<file path="src/rtl/hwpe_ctrl_uloop_seq.sv">
// rtl/hwpe_ctrl_uloop_seq.sv - job sequencer driving hwpe_ctrl_uloop and issuing offset/index jobs
// Bounds issued-but-unacked jobs, drains all acks, then pulses done_o.
module hwpe_ctrl_uloop_seq #(
    parameter int unsigned NB_REG       = 4,
    parameter int unsigned REG_WIDTH    = 32,
    parameter int unsigned NB_LOOPS     = 6,
    parameter int unsigned CNT_WIDTH    = 16,
    parameter int unsigned MAX_INFLIGHT = 4
) (
    input  logic                          clk_i,
    input  logic                          rst_ni,
    input  logic                          clear_i,
    input  logic                          start_i,
    output logic                          busy_o,
    output logic                          done_o,
    output logic                          err_o,
    output logic                          uloop_clear_o,
    output logic                          uloop_enable_o,
    input  logic                          uloop_valid_i,
    input  logic                          uloop_done_i,
    input  logic [NB_REG*REG_WIDTH-1:0]   uloop_offs_i,
    input  logic [NB_LOOPS*CNT_WIDTH-1:0] uloop_idx_i,
    output logic                          job_valid_o,
    input  logic                          job_ready_i,
    output logic [NB_REG*REG_WIDTH-1:0]   job_offs_o,
    output logic [NB_LOOPS*CNT_WIDTH-1:0] job_idx_o,
    output logic                          job_last_o,
    input  logic                          job_ack_i,
    output logic [31:0]                   jobs_issued_o
);

    localparam int unsigned IW = $clog2(MAX_INFLIGHT + 1);
    localparam logic [IW-1:0] MAX_CNT = IW'(MAX_INFLIGHT);
    localparam logic [IW-1:0] ONE     = IW'(1);

    typedef enum logic [2:0] {IDLE, INIT, ADVANCE, ISSUE, DRAIN, FINISH} state_e;

    state_e                          state_q, state_d;
    logic [IW-1:0]                   inflight_q, inflight_d;
    logic [31:0]                     issued_q, issued_d;
    logic                            err_q, err_d;
    logic [NB_REG*REG_WIDTH-1:0]     offs_q, offs_d;
    logic [NB_LOOPS*CNT_WIDTH-1:0]   idx_q, idx_d;
    logic                            last_q, last_d;
    logic                            not_full, accept, ack_ok;

    always_ff @(posedge clk_i or negedge rst_ni) begin
        if (!rst_ni) begin
            state_q    <= IDLE;
            inflight_q <= '0;
            issued_q   <= '0;
            err_q      <= 1'b0;
            offs_q     <= '0;
            idx_q      <= '0;
            last_q     <= 1'b0;
        end else begin
            state_q    <= state_d;
            inflight_q <= inflight_d;
            issued_q   <= issued_d;
            err_q      <= err_d;
            offs_q     <= offs_d;
            idx_q      <= idx_d;
            last_q     <= last_d;
        end
    end

    always_comb begin
        state_d        = state_q;
        inflight_d     = inflight_q;
        issued_d       = issued_q;
        err_d          = err_q;
        offs_d         = offs_q;
        idx_d          = idx_q;
        last_d         = last_q;
        busy_o         = (state_q != IDLE);
        done_o         = 1'b0;
        uloop_clear_o  = 1'b0;
        uloop_enable_o = 1'b0;
        job_valid_o    = 1'b0;

        not_full = (inflight_q < MAX_CNT);
        accept   = (state_q == ISSUE) && job_ready_i;
        // Acks outside a run, or with nothing outstanding, are protocol errors.
        ack_ok   = job_ack_i && (state_q != IDLE) && (inflight_q != '0);

        case (state_q)
            IDLE: begin
                if (start_i) begin
                    state_d  = INIT;
                    issued_d = '0;
                    err_d    = 1'b0;
                end
            end
            INIT: begin
                uloop_clear_o = 1'b1;
                state_d       = ADVANCE;
            end
            ADVANCE: begin
                uloop_enable_o = not_full;
                if (not_full && uloop_valid_i) begin
                    offs_d  = uloop_offs_i;
                    idx_d   = uloop_idx_i;
                    last_d  = uloop_done_i;
                    state_d = ISSUE;
                end
            end
            ISSUE: begin
                job_valid_o = 1'b1;
                if (job_ready_i) begin
                    issued_d = issued_q + 32'd1;
                    state_d  = last_q ? DRAIN : ADVANCE;
                end
            end
            DRAIN: begin
                if (inflight_q == '0) state_d = FINISH;
            end
            FINISH: begin
                done_o  = 1'b1;
                state_d = IDLE;
            end
            default: state_d = IDLE;
        endcase

        if (job_ack_i && !ack_ok) err_d = 1'b1;

        case ({accept, ack_ok})
            2'b10:   inflight_d = inflight_q + ONE;
            2'b01:   inflight_d = inflight_q - ONE;
            default: inflight_d = inflight_q;
        endcase

        // Soft clear overrides everything decided above.
        if (clear_i) begin
            state_d        = IDLE;
            inflight_d     = '0;
            issued_d       = '0;
            err_d          = 1'b0;
            offs_d         = '0;
            idx_d          = '0;
            last_d         = 1'b0;
            busy_o         = 1'b0;
            done_o         = 1'b0;
            uloop_enable_o = 1'b0;
            job_valid_o    = 1'b0;
            uloop_clear_o  = 1'b1;
        end
    end

    assign err_o         = err_q;
    assign job_offs_o    = offs_q;
    assign job_idx_o     = idx_q;
    assign job_last_o    = last_q;
    assign jobs_issued_o = issued_q;

endmodule

</file>
<file path="config.mk">
export PLATFORM = sky130hd
export DESIGN_NAME = hwpe_ctrl_uloop_seq
export DESIGN_NICKNAME = d
export VERILOG_FILES = /design/src/rtl/hwpe_ctrl_uloop_seq.sv
export SDC_FILE = /design/constraint.sdc
export NUM_CORES = 1
export LEC_CHECK = 0
export CAP_MARGIN = 20
export CORE_AREA = 2 2 191 193
export DETAILED_ROUTE_END_ITERATION = 10
export DIE_AREA = 0 0 193 195
export PLACE_DENSITY = 0.73
export RECOVER_POWER = 50
export SETUP_SLACK_MARGIN = 0.2
export SLEW_MARGIN = 20
export SYNTH_ARGS = -nofsm -noshare
export SYNTH_HDL_FRONTEND = slang
export SYNTH_SLANG_ARGS = --single-unit
</file>
<file path="constraint.sdc">
create_clock -name clk_i -period 2.34 [get_ports clk_i]
set_input_delay 0.468 -clock clk_i [delete_from_list [all_inputs] [get_ports clk_i]]
set_output_delay 0.468 -clock clk_i [all_outputs]
set_load 0.02 [all_outputs]
</file>
-- After elaboration in Yosys (flattened, before gate mapping)
Index checks and enable logic that the tools add are counted.
- flip-flop bits (word level): 264
- input port bits: 232
- output and inout port bits: 263
- word-level logic and storage cells: 77
- add/subtract/negate cells: 3
- order comparisons: 1
- equality and inequality tests: 11
- multiplexer cells: 35
- reductions and logical operators: 20
- operator list (operator ; number):
    $mux W128 ; 3
    $mux W96 ; 3
    $mux W32 ; 3
    $pmux W32 S2 ; 1
    $add A32 B1 Y32 const B ; 1
    $mux W3 ; 7
    $reduce_bool A3 Y1 ; 6
    $mux W1 ; 16
    $pmux W3 S5 ; 1
    $ne A3 B3 Y1 const B ; 4
    $eq A3 B2 Y1 const B ; 2
    $eq A3 B3 Y1 const B ; 2
    $logic_not A3 Y1 ; 2
    $pmux W3 S2 ; 1
    $logic_and A1 B1 Y1 ; 5
    $reduce_and A2 Y1 ; 2
    $reduce_and A4 Y1 ; 1
    $reduce_bool A2 Y1 ; 2
    $add A3 B1 Y3 const B ; 1
    $eq A3 B1 Y1 const B ; 1
    $lt A3 B3 Y1 const B ; 1
    $reduce_and A3 Y1 ; 1
    $sub A3 B1 Y3 const B ; 1
    $eq A2 B1 Y1 const B ; 1
    other kinds (2) ; 2

-- Longest topological paths before layout
Gate-level depths: netlist (run 1).
- depth in word-level cells: 7
- mapped depth: 9
- depth with buffers taken out: 7

-- Worst setup path before layout (run 1)
Ideal clock, no wire load.
- path type: reg-to-reg
- from: register issued_q[0] (netlist: jobs_issued_o[0])
- to: register issued_q[26] (netlist: jobs_issued_o[26])
- setup time: 66 ps
- arrival time: 1981 ps
- required time: 2274 ps
- path slack: 293 ps
- stages on the path, launching flop included: 7
- path buffers: 0
- clock period less this slack: 2047 ps
- cell sequence: dfrtp_1 -> ha_1 -> nand4_1 -> nor4b_4 -> o21ai_2 -> or4_1 -> nand2_1
- word-level cells in the longest chain between the ends: 4
- ends and longest elaborated chain (item ; RTL line ; text):
    start, declared ; 40 ; logic [31:0] issued_q, issued_d;
    start signal, assigned ; 59 ; issued_q <= issued_d;
    $add A32 B1 Y32 ; 110 ; issued_d = issued_q + 32'd1;
    $mux W32 ; 109 ; if (job_ready_i) begin
    $pmux W32 S2 ; 86 ; case (state_q)
    $mux W32 ; 133 ; if (clear_i) begin
No other way between the ends. The select of a mux whose other input is x is not followed.
A chain may end at the register's enable or synchronous reset.

-- Final worst setup path (run 1)
- from: register state_q[2]
- to: output job_valid_o
- word-level cells in the longest chain between the ends: 3
- ends and longest elaborated chain (item ; RTL line ; text):
    start, declared ; 38 ; state_e state_q, state_d;
    start signal, assigned ; 57 ; state_q <= state_d;
    $eq A3 B2 Y1 ; 86 ;
    $mux W1 ; 86 ;
    $mux W1 ; 133 ;
    end, declared ; 23 ; output logic job_valid_o,
No other way between the ends.

==> qor.json, run 1 <==
{
  "met3WireLength": {"value": 3420, "unit": "um"},
  "number_of_vias_after_detailed_routing": {"value": 10500},
  "drt_wl_total": {"value": 37200, "unit": "um"},
  "drive_above_1_share": {"value": 6.99, "unit": "%"},
  "maxUsedRoutingLayer": {"value": "met4"},
  "power-per-cell-area": {"value": 609, "unit": "nW/um^2"},
  "layout.nets": {"value": 1944},
  "synthArstFlopShare": {"value": 100, "unit": "%"},
  "hold_class": {"value": "input pin to register"},
  "final_hpwl_dp": {"value": 26800, "unit": "um"},
  "final_area": {"value": 17600, "unit": "um^2"},
  "timing_max_transition_violations_final": {"value": 0},
  "yosysSeqAreaShare": {"value": 59.9, "unit": "%"},
  "result_of_the_run": {"value": "finished, final reports clean"},
  "power_leakage": {"value": 7.17, "unit": "nW"},
  "clock_tree.htree_level_count": {"value": 1},
  "global_route.overflow_total": {"value": 0},
  "holdCritStartpoint": {"value": "clear_i"},
  "route.detailed.vias_per_inst": {"value": 4.80},
  "numPortBuffers": {"value": 494},
  "worst-path-buf-inv": {"value": 2},
  "synth.top_cells.by_area": {"value": "sky130_fd_sc_hd__dfrtp_1 (60%), sky130_fd_sc_hd__nand2_1 (16%), sky130_fd_sc_hd__a21oi_1 (11%), sky130_fd_sc_hd__clkbuf_1 (2.2%), sky130_fd_sc_hd__xor2_1 (1.3%)"},
  "drc_violations": {"value": 0},
  "most_common_library_cell_in_the_layout_ignoring_fill_and_taps": {"value": "sky130_fd_sc_hd__nand2_1"},
  "io-pin-count": {"value": 495},
  "critPathLaunch": {"value": "state_q[2]"},
  "cts.clk_slew.worst_paths": {"value": 0.06, "unit": "ns"},
  "placedInstanceArea": {"value": 16700, "unit": "um^2"},
  "r2r-start": {"value": "state_q[1]"},
  "number_of_global_route_vias_before_repair": {"value": 10500},
  "die_area": {"value": 37600, "unit": "um^2"},
  "detail_route.wirelength.met1": {"value": 14200, "unit": "um"},
  "worst_pin_slew": {"value": 1.06, "unit": "ns"},
  "insertion_delay": {"value": 0.55, "unit": "ns"},
  "total_clock_buffers_created_by_cts": {"value": 29},
  "finalSetupViolations": {"value": 0},
  "cts_root_buffer": {"value": "sky130_fd_sc_hd__clkbuf_16"},
  "p_total": {"value": 0.0107, "unit": "W"},
  "critPathTopFamily": {"value": "simple AND/OR/NAND/NOR gates"},
  "worstSetupStartpointType": {"value": "register"},
  "clock.fmax": {"value": 0.459, "unit": "GHz"},
  "post-route-period-util": {"value": 93.2, "unit": "%"},
  "slew-limit-headroom": {"value": 29.6, "unit": "%"},
  "timing.hold.ws": {"value": 0.156, "unit": "ns"},
  "netlist.top_cell.by_area": {"value": "sky130_fd_sc_hd__dfrtp_1"},
  "setup_total_negative_slack": {"value": 0, "unit": "ns"},
  "tritoncts": {"value": "built"},
  "synthesis.yosys.warnings": {"value": 0},
  "synth_area_per_cell": {"value": 9.06, "unit": "um^2"},
  "critical_path.max_fanout": {"value": 4},
  "critical_path_required": {"value": 1.87, "unit": "ns"},
  "finish.cell_count_without_fillers": {"value": 2196},
  "worst_case_reg_to_reg_path_depth": {"value": 6},
  "netlist.area_leader.share": {"value": 59.9, "unit": "%"},
  "grt_antenna_before_repair": {"value": 3},
  "critical-path-max-stage-delay": {"value": 0.44, "unit": "ns"},
  "placementRows": {"value": 69},
  "critPathCaptureType": {"value": "output port"},
  "synth_cell_types": {"value": 48},
  "rsz0062_at_grt": {"value": "yes"},
  "clockBufferDepth": {"value": 3},
  "post_synth_inst_count": {"value": 1218},
  "max_cap_viol_count": {"value": 0},
  "cpMaxStageDelayCell": {"value": "sky130_fd_sc_hd__dfrtp_2"},
  "place.detailed.instances": {"value": 2135},
  "clock_skew": {"value": 0.00876, "unit": "ns"},
  "global_route_wire_length_before_repair": {"value": 57300, "unit": "um"},
  "cp_cell_sequence": {"value": "nand2b_4 > or3b_4 > clkinv_4 > buf_6"},
  "total_global_routing_track_utilization": {"value": 19.0, "unit": "%"},
  "path_class": {"value": "register to output port"},
  "detailedRoute.firstIterationViolations": {"value": 474},
  "wl_per_cell": {"value": 16.9, "unit": "um"},
  "synthesis.nets": {"value": 1452},
  "num-fill-cells": {"value": 3220},
  "initial_core_util": {"value": 31.2, "unit": "%"},
  "ys_dominant_reg_cell": {"value": "sky130_fd_sc_hd__dfrtp_1"},
  "hold_critical_path_depth": {"value": 2},
  "core_area": {"value": 35400, "unit": "um^2"},
  "top_library_cells_by_usage_in_the_layout_fill_and_taps_aside": {"value": "sky130_fd_sc_hd__nand2_1 (466), sky130_fd_sc_hd__clkdlybuf4s50_1 (461), sky130_fd_sc_hd__dfrtp_1 (262)"},
  "clock_sinks": {"value": 264},
  "synth-seq-cells": {"value": 264},
  "met2_length": {"value": 18600, "unit": "um"},
  "vdd_drop_max": {"value": 0.580, "unit": "mV"},
  "cp_num_cells": {"value": 4},
  "report.final.hold_viol_count": {"value": 0},
  "grt_max_degree": {"value": 148},
  "area.growth.synth_to_final": {"value": 59.3, "unit": "%"},
  "post_synth_edffs": {"value": 0},
  "syn-cell-area": {"value": 11000, "unit": "um^2"},
  "drt_pass1_iterations": {"value": 5},
  "drt.antenna.violating_nets": {"value": 0},
  "dieHeight": {"value": 195, "unit": "um"},
  "gp_congestion": {"value": 0.834},
  "die_w": {"value": 193, "unit": "um"},
  "critPathArrivalTime": {"value": 1.71, "unit": "ns"},
  "fin_crit": {"value": 2.18, "unit": "ns"}
}
## worst register-to-register path, delay by kind of cell, from the launching register on
| kind | cells | cell delay, ns |
|---|---|---|
| simple gates | 3 | 0.75 |
| buf+inv | 2 | 0.62 |
| flops | 1 | 0.49 |
| compound gates | 1 | 0.21 |
## where the power goes
| part | switching [W] | internal [W] | total, W |
|---|---|---|---|
| combinational | 0.000752 | 0.000737 | 0.00149 |
| sequential | 0.0000811 | 0.00470 | 0.00478 |
| clock | 0.00183 | 0.00260 | 0.00444 |
## final timing paths
path	end	slack (ns)
worst max-delay path	job_valid_o	0.16
worst min-delay path	err_o	0.16
worst max register to register	job_offs_o[52]	0.18
worst min register to register	job_offs_o[98]	0.52
max in group asynchronous	job_offs_o[86]	0.37
min in group asynchronous	job_idx_o[24]	0.64
## layout make-up
class	instances	area, um^2	share of cell area, %
Tap cell	461	577	3.28
Clock inverter	8	65.1	0.370
Inverter	5	23.8	0.135
Antenna cell	3	7.51	0.0427
Sequential cell	264	6610	37.6
Clock buffer	45	856	4.87
Timing Repair Buffer	550	5370	30.6
Multi-Input combinational cell	860	4060	23.1
## metal layers
layer / GRT usage, % / up-vias
li1: - / 4978
met1: 22.2 / 5124
met2: 33.1 / 384
met3: 6.09 / 63
met4: 6.06 / 0
met5: 0 / -
## Yosys cell counts, types with 2 or more instances
cell type,n
sky130_fd_sc_hd__a21oi_1,235
sky130_fd_sc_hd__and2_1,5
sky130_fd_sc_hd__and3_1,3
sky130_fd_sc_hd__and4_1,3
sky130_fd_sc_hd__buf_2,20
sky130_fd_sc_hd__buf_6,4
sky130_fd_sc_hd__clkbuf_1,64
sky130_fd_sc_hd__dfrtp_1,264
sky130_fd_sc_hd__inv_1,4
sky130_fd_sc_hd__mux2i_1,3
sky130_fd_sc_hd__nand2_1,466
sky130_fd_sc_hd__nand3_1,14
sky130_fd_sc_hd__nand4_1,4
sky130_fd_sc_hd__nor2_1,30
sky130_fd_sc_hd__nor3_1,7
sky130_fd_sc_hd__nor4_1,2
sky130_fd_sc_hd__o2111ai_1,8
sky130_fd_sc_hd__o211ai_1,6
sky130_fd_sc_hd__o21ai_0,24
sky130_fd_sc_hd__or3_1,8
sky130_fd_sc_hd__xor2_1,17
## flip-flops by register name (all words and copies together), names as in the netlist
register       flops
job_offs_o       128
job_idx_o         96
jobs_issued_o     32
inflight_q         3
state_q            3
err_o              1
job_last_o         1
## cell families (layout without fill, tap and decap cells)
family,count (synthesis),after routing,share of synthesized area (%)
AND/OR/NAND/NOR,556,556,20.8
AO/OA/AOI/OAI,281,281,13.6
flip-flops,264,264,59.9
buffers and inverters,94,608,3.73
XOR/XNOR,18,18,1.43
multiplexers,3,3,0.272
adder cells (fa/ha/maj),2,2,0.295
other,0,3,0
## per-stage QoR
| step | worst slack (ns) | util, % |
|---|---|---|
| after floorplan | 0.293 | - |
| after global placement | -0.0417 | 47.3 |
| after detailed placement | -0.0810 | 47.3 |
| after CTS | 0.129 | 50.0 |
| after global routing | 0.0824 | 49.6 |
| final | 0.160 | 49.6 |
## repair_timing
action,in CTS,in global routing
hold buffers,1,0
gates resized for setup,52,15
hold endpoints to repair,58,0
endpoints found under the setup margin,23,37
setup buffers,3,1
pin swaps,0,3
Power figures use the tool's default switching activity.
==> run 2: changes to the inputs <==
--- a/config.mk
+++ b/config.mk
@@ -9,6 +9,7 @@
 export CORE_AREA = 2 2 191 193
 export DETAILED_ROUTE_END_ITERATION = 10
 export DIE_AREA = 0 0 193 195
+export GPL_TIMING_DRIVEN = 0
 export PLACE_DENSITY = 0.73
 export RECOVER_POWER = 50
 export SETUP_SLACK_MARGIN = 0.2
==> constraint.sdc (replaced) <==
create_clock -name clk_i -period 2.4 [get_ports clk_i]
set_input_delay 0.48 -clock clk_i [delete_from_list [all_inputs] [get_ports clk_i]]
set_output_delay 0.48 -clock clk_i [all_outputs]
set_load 0.02 [all_outputs]
==> qor.json, run 2 (synthesized netlist as in run 1, its figures left out) <==
{
  "result_of_the_run": {"value": "finished, final reports clean", "change": "unchanged"},
  "cpMaxStageDelayCell": {"value": "sky130_fd_sc_hd__dfrtp_1", "change": "was sky130_fd_sc_hd__dfrtp_2"},
  "critical_path.max_fanout": {"value": 5, "change": "was 4"},
  "drc_violations": {"value": 0, "change": "unchanged"},
  "critPathArrivalTime": {"value": 1.84, "unit": "ns", "change": "was 1.71 ns"},
  "drt_wl_total": {"value": 40700, "unit": "um", "change": "was 37200 um"},
  "post-route-period-util": {"value": 96.8, "unit": "%"},
  "wl_per_cell": {"value": 18.2, "unit": "um", "change": "was 16.9 um"},
  "drt_pass1_iterations": {"value": 5, "change": "unchanged"},
  "die_w": {"value": 193, "unit": "um", "change": "unchanged"},
  "detailedRoute.firstIterationViolations": {"value": 436, "change": "was 474"},
  "placedInstanceArea": {"value": 16600, "unit": "um^2", "change": "was 16700 um^2"},
  "power_leakage": {"value": 7.47, "unit": "nW", "change": "was 7.17 nW"},
  "initial_core_util": {"value": 31.2, "unit": "%", "change": "unchanged"},
  "timing.critical_path.mode_cell": {"value": "sky130_fd_sc_hd__buf_6"},
  "clock_tree.htree_level_count": {"value": 1, "change": "unchanged"},
  "power-per-cell-area": {"value": 594, "unit": "nW/um^2", "change": "was 609 nW/um^2"},
  "critical_path_required": {"value": 1.92, "unit": "ns", "change": "was 1.87 ns"},
  "max_cap_viol_count": {"value": 0, "change": "unchanged"},
  "tritoncts": {"value": "built", "change": "unchanged"},
  "worstSetupStartpointType": {"value": "register", "change": "unchanged"},
  "p_total": {"value": 0.0105, "unit": "W", "change": "was 0.0107 W"},
  "grt_antenna_before_repair": {"value": 2, "change": "was 3"},
  "layout.nets": {"value": 1990, "change": "was 1944"},
  "num-fill-cells": {"value": 3265, "change": "was 3220"},
  "timing_max_transition_violations_final": {"value": 0, "change": "unchanged"},
  "finalSetupViolations": {"value": 0, "change": "unchanged"},
  "postLayoutCoreUtil": {"value": 50.0, "unit": "%", "change": "was 49.6%"},
  "critical-path-max-stage-delay": {"value": 0.37, "unit": "ns", "change": "was 0.44 ns"},
  "clock.fmax": {"value": 0.430, "unit": "GHz"},
  "drive_above_1_share": {"value": 7.38, "unit": "%", "change": "was 6.99%"},
  "multiInputGateArea": {"value": 4050, "unit": "um^2", "change": "was 4060 um^2"},
  "cts.clk_slew.worst_paths": {"value": 0.06, "unit": "ns", "change": "about the same"},
  "finish.cell_count_without_fillers": {"value": 2239, "change": "was 2196"},
  "critPathCaptureType": {"value": "output port", "change": "unchanged"},
  "die_area": {"value": 37600, "unit": "um^2", "change": "unchanged"},
  "total_clock_buffers_created_by_cts": {"value": 29, "change": "unchanged"},
  "grt_max_degree": {"value": 97, "change": "was 148"},
  "vdd_drop_max": {"value": 0.645, "unit": "mV", "change": "was 0.580 mV"},
  "final_hpwl_dp": {"value": 30400, "unit": "um", "change": "was 26800 um"},
  "placementRows": {"value": 69, "change": "unchanged"},
  "core_area": {"value": 35400, "unit": "um^2", "change": "unchanged"},
  "report.final.hold_viol_count": {"value": 0, "change": "unchanged"},
  "dieHeight": {"value": 195, "unit": "um", "change": "unchanged"},
  "insertion_delay": {"value": 0.55, "unit": "ns", "change": "about the same"},
  "route.detailed.vias_per_inst": {"value": 4.78, "change": "was 4.80"},
  "gp_congestion": {"value": 0.880, "change": "was 0.834"},
  "worst_pin_slew": {"value": 1.39, "unit": "ns", "change": "was 1.06 ns"},
  "slew-limit-headroom": {"value": 7.02, "unit": "%", "change": "was 29.6%"},
  "cts_root_buffer": {"value": "sky130_fd_sc_hd__clkbuf_16", "change": "unchanged"},
  "finalWorstSetupSlack": {"value": 0.0764, "unit": "ns", "change": "was 0.160 ns"},
  "top_library_cells_by_usage_in_the_layout_fill_and_taps_aside": {"value": "sky130_fd_sc_hd__nand2_1 (465), sky130_fd_sc_hd__clkdlybuf4s50_1 (398), sky130_fd_sc_hd__dfrtp_1 (264)", "change": "was sky130_fd_sc_hd__nand2_1 (466), sky130_fd_sc_hd__clkdlybuf4s50_1 (461), sky130_fd_sc_hd__dfrtp_1 (262)"},
  "number_of_global_route_vias_before_repair": {"value": 10900, "change": "was 10.5k"},
  "area.growth.synth_to_final": {"value": 60.5, "unit": "%", "change": "was 59.3%"},
  "clockBufferDepth": {"value": 3, "change": "unchanged"},
  "final_area": {"value": 17700, "unit": "um^2", "change": "was 17600 um^2"},
  "global_route.overflow_total": {"value": 0, "change": "unchanged"},
  "global_route_wire_length_before_repair": {"value": 61300, "unit": "um", "change": "was 57300 um"},
  "ff_latch_area": {"value": 6610, "unit": "um^2", "change": "about the same"},
  "clock_skew": {"value": 0.0114, "unit": "ns", "change": "was 0.00876 ns"},
  "place_ws": {"value": -1.34, "unit": "ns", "change": "was -0.0810 ns"},
  "cp_cell_sequence": {"value": "buf_6 > nand2b_4 > or3b_1 > clkbuf_1 > clkinv_4 > buf_6", "change": "was nand2b_4 > or3b_4 > clkinv_4 > buf_6"},
  "number_of_vias_after_detailed_routing": {"value": 10700, "change": "was 10.5k"},
  "numPortBuffers": {"value": 494, "change": "unchanged"},
  "hold_class": {"value": "input pin to register", "change": "unchanged"},
  "place.detailed.instances": {"value": 2175, "change": "was 2135"},
  "io-pin-count": {"value": 495, "change": "unchanged"},
  "total_global_routing_track_utilization": {"value": 20.8, "unit": "%", "change": "was 19.0%"},
  "number_of_flip_flops_in_the_largest_register": {"value": 128, "change": "unchanged"},
  "clock_sinks": {"value": 264, "change": "unchanged"},
  "drt.antenna.violating_nets": {"value": 0, "change": "unchanged"},
  "fin_crit": {"value": 2.32, "unit": "ns"},
  "most_common_library_cell_in_the_layout_ignoring_fill_and_taps": {"value": "sky130_fd_sc_hd__nand2_1", "change": "unchanged"},
  "rsz0062_at_grt": {"value": "yes", "change": "unchanged"},
  "path_class": {"value": "register to output port", "change": "unchanged"}
}
==> run 2: path summary, 6_finish.rpt <==
path / from / to / slack, ns / cells after the start
worst max-delay path: state_q[2] / job_valid_o / 0.08 / 6
worst min-delay path: uloop_offs_i[110] / job_offs_o[110] / 0.47 / 3
worst max register to register: state_q[2] / job_offs_o[116] / 0.14 / 8
worst min register to register: err_o / err_o / 0.50 / 2
max in group asynchronous: rst_ni / job_offs_o[58] / 0.35 / 3
min in group asynchronous: rst_ni / job_offs_o[113] / 0.85 / 2
==> run 2: worst max-delay path: cells and delay by family, from the launching register on <==
family | cells | cell delay (ns)
flops | 1 | 0.37
buf+inv | 4 | 0.46
simple gates | 2 | 0.47
==> run 2: repair_timing <==
item                                    in CTS  in global routing
setup buffers                                4                  6
hold buffers                                 1                  0
pin swaps                                    0                  4
endpoints found under the setup margin     188                187
resized for setup                           49                 54
endpoints found under the hold margin       63                  0
==> run 2: metrics by stage <==
step	hold slack (ns)	TNS, ns
after global placement	0.487	-2939.19
after global routing	0.449	0
after floorplan	0.184	0
final	0.471	0
after CTS	0.438	0
after detailed placement	0.489	-153.72
==> run 2: per-layer routing <==
metal | track usage, % | wire [um]
met2 | 37.0 | 20400
met5 | 0 | 0
met4 | 6.03 | 1170
met1 | 23.7 | 15300
met3 | 6.78 | 3870
==> run 2: where the power goes <==
| group | switching (W) | internal [W] |
|---|---|---|
| logic | 0.000781 | 0.000692 |
| registers | 0.0000707 | 0.00458 |
| clock network | 0.00181 | 0.00258 |
| total | 0.00266 | 0.00785 |
==> run 2: final cells by class <==
cell class	instances	area share, %
repair buffers	507	28.5
well taps	461	3.26
clock inverters	8	0.368
diodes	2	0.0283
flip-flops and latches	264	37.3
plain buffers	89	2.59
clock buffers	43	4.91
multi-input cells	860	22.9
inverters	5	0.134
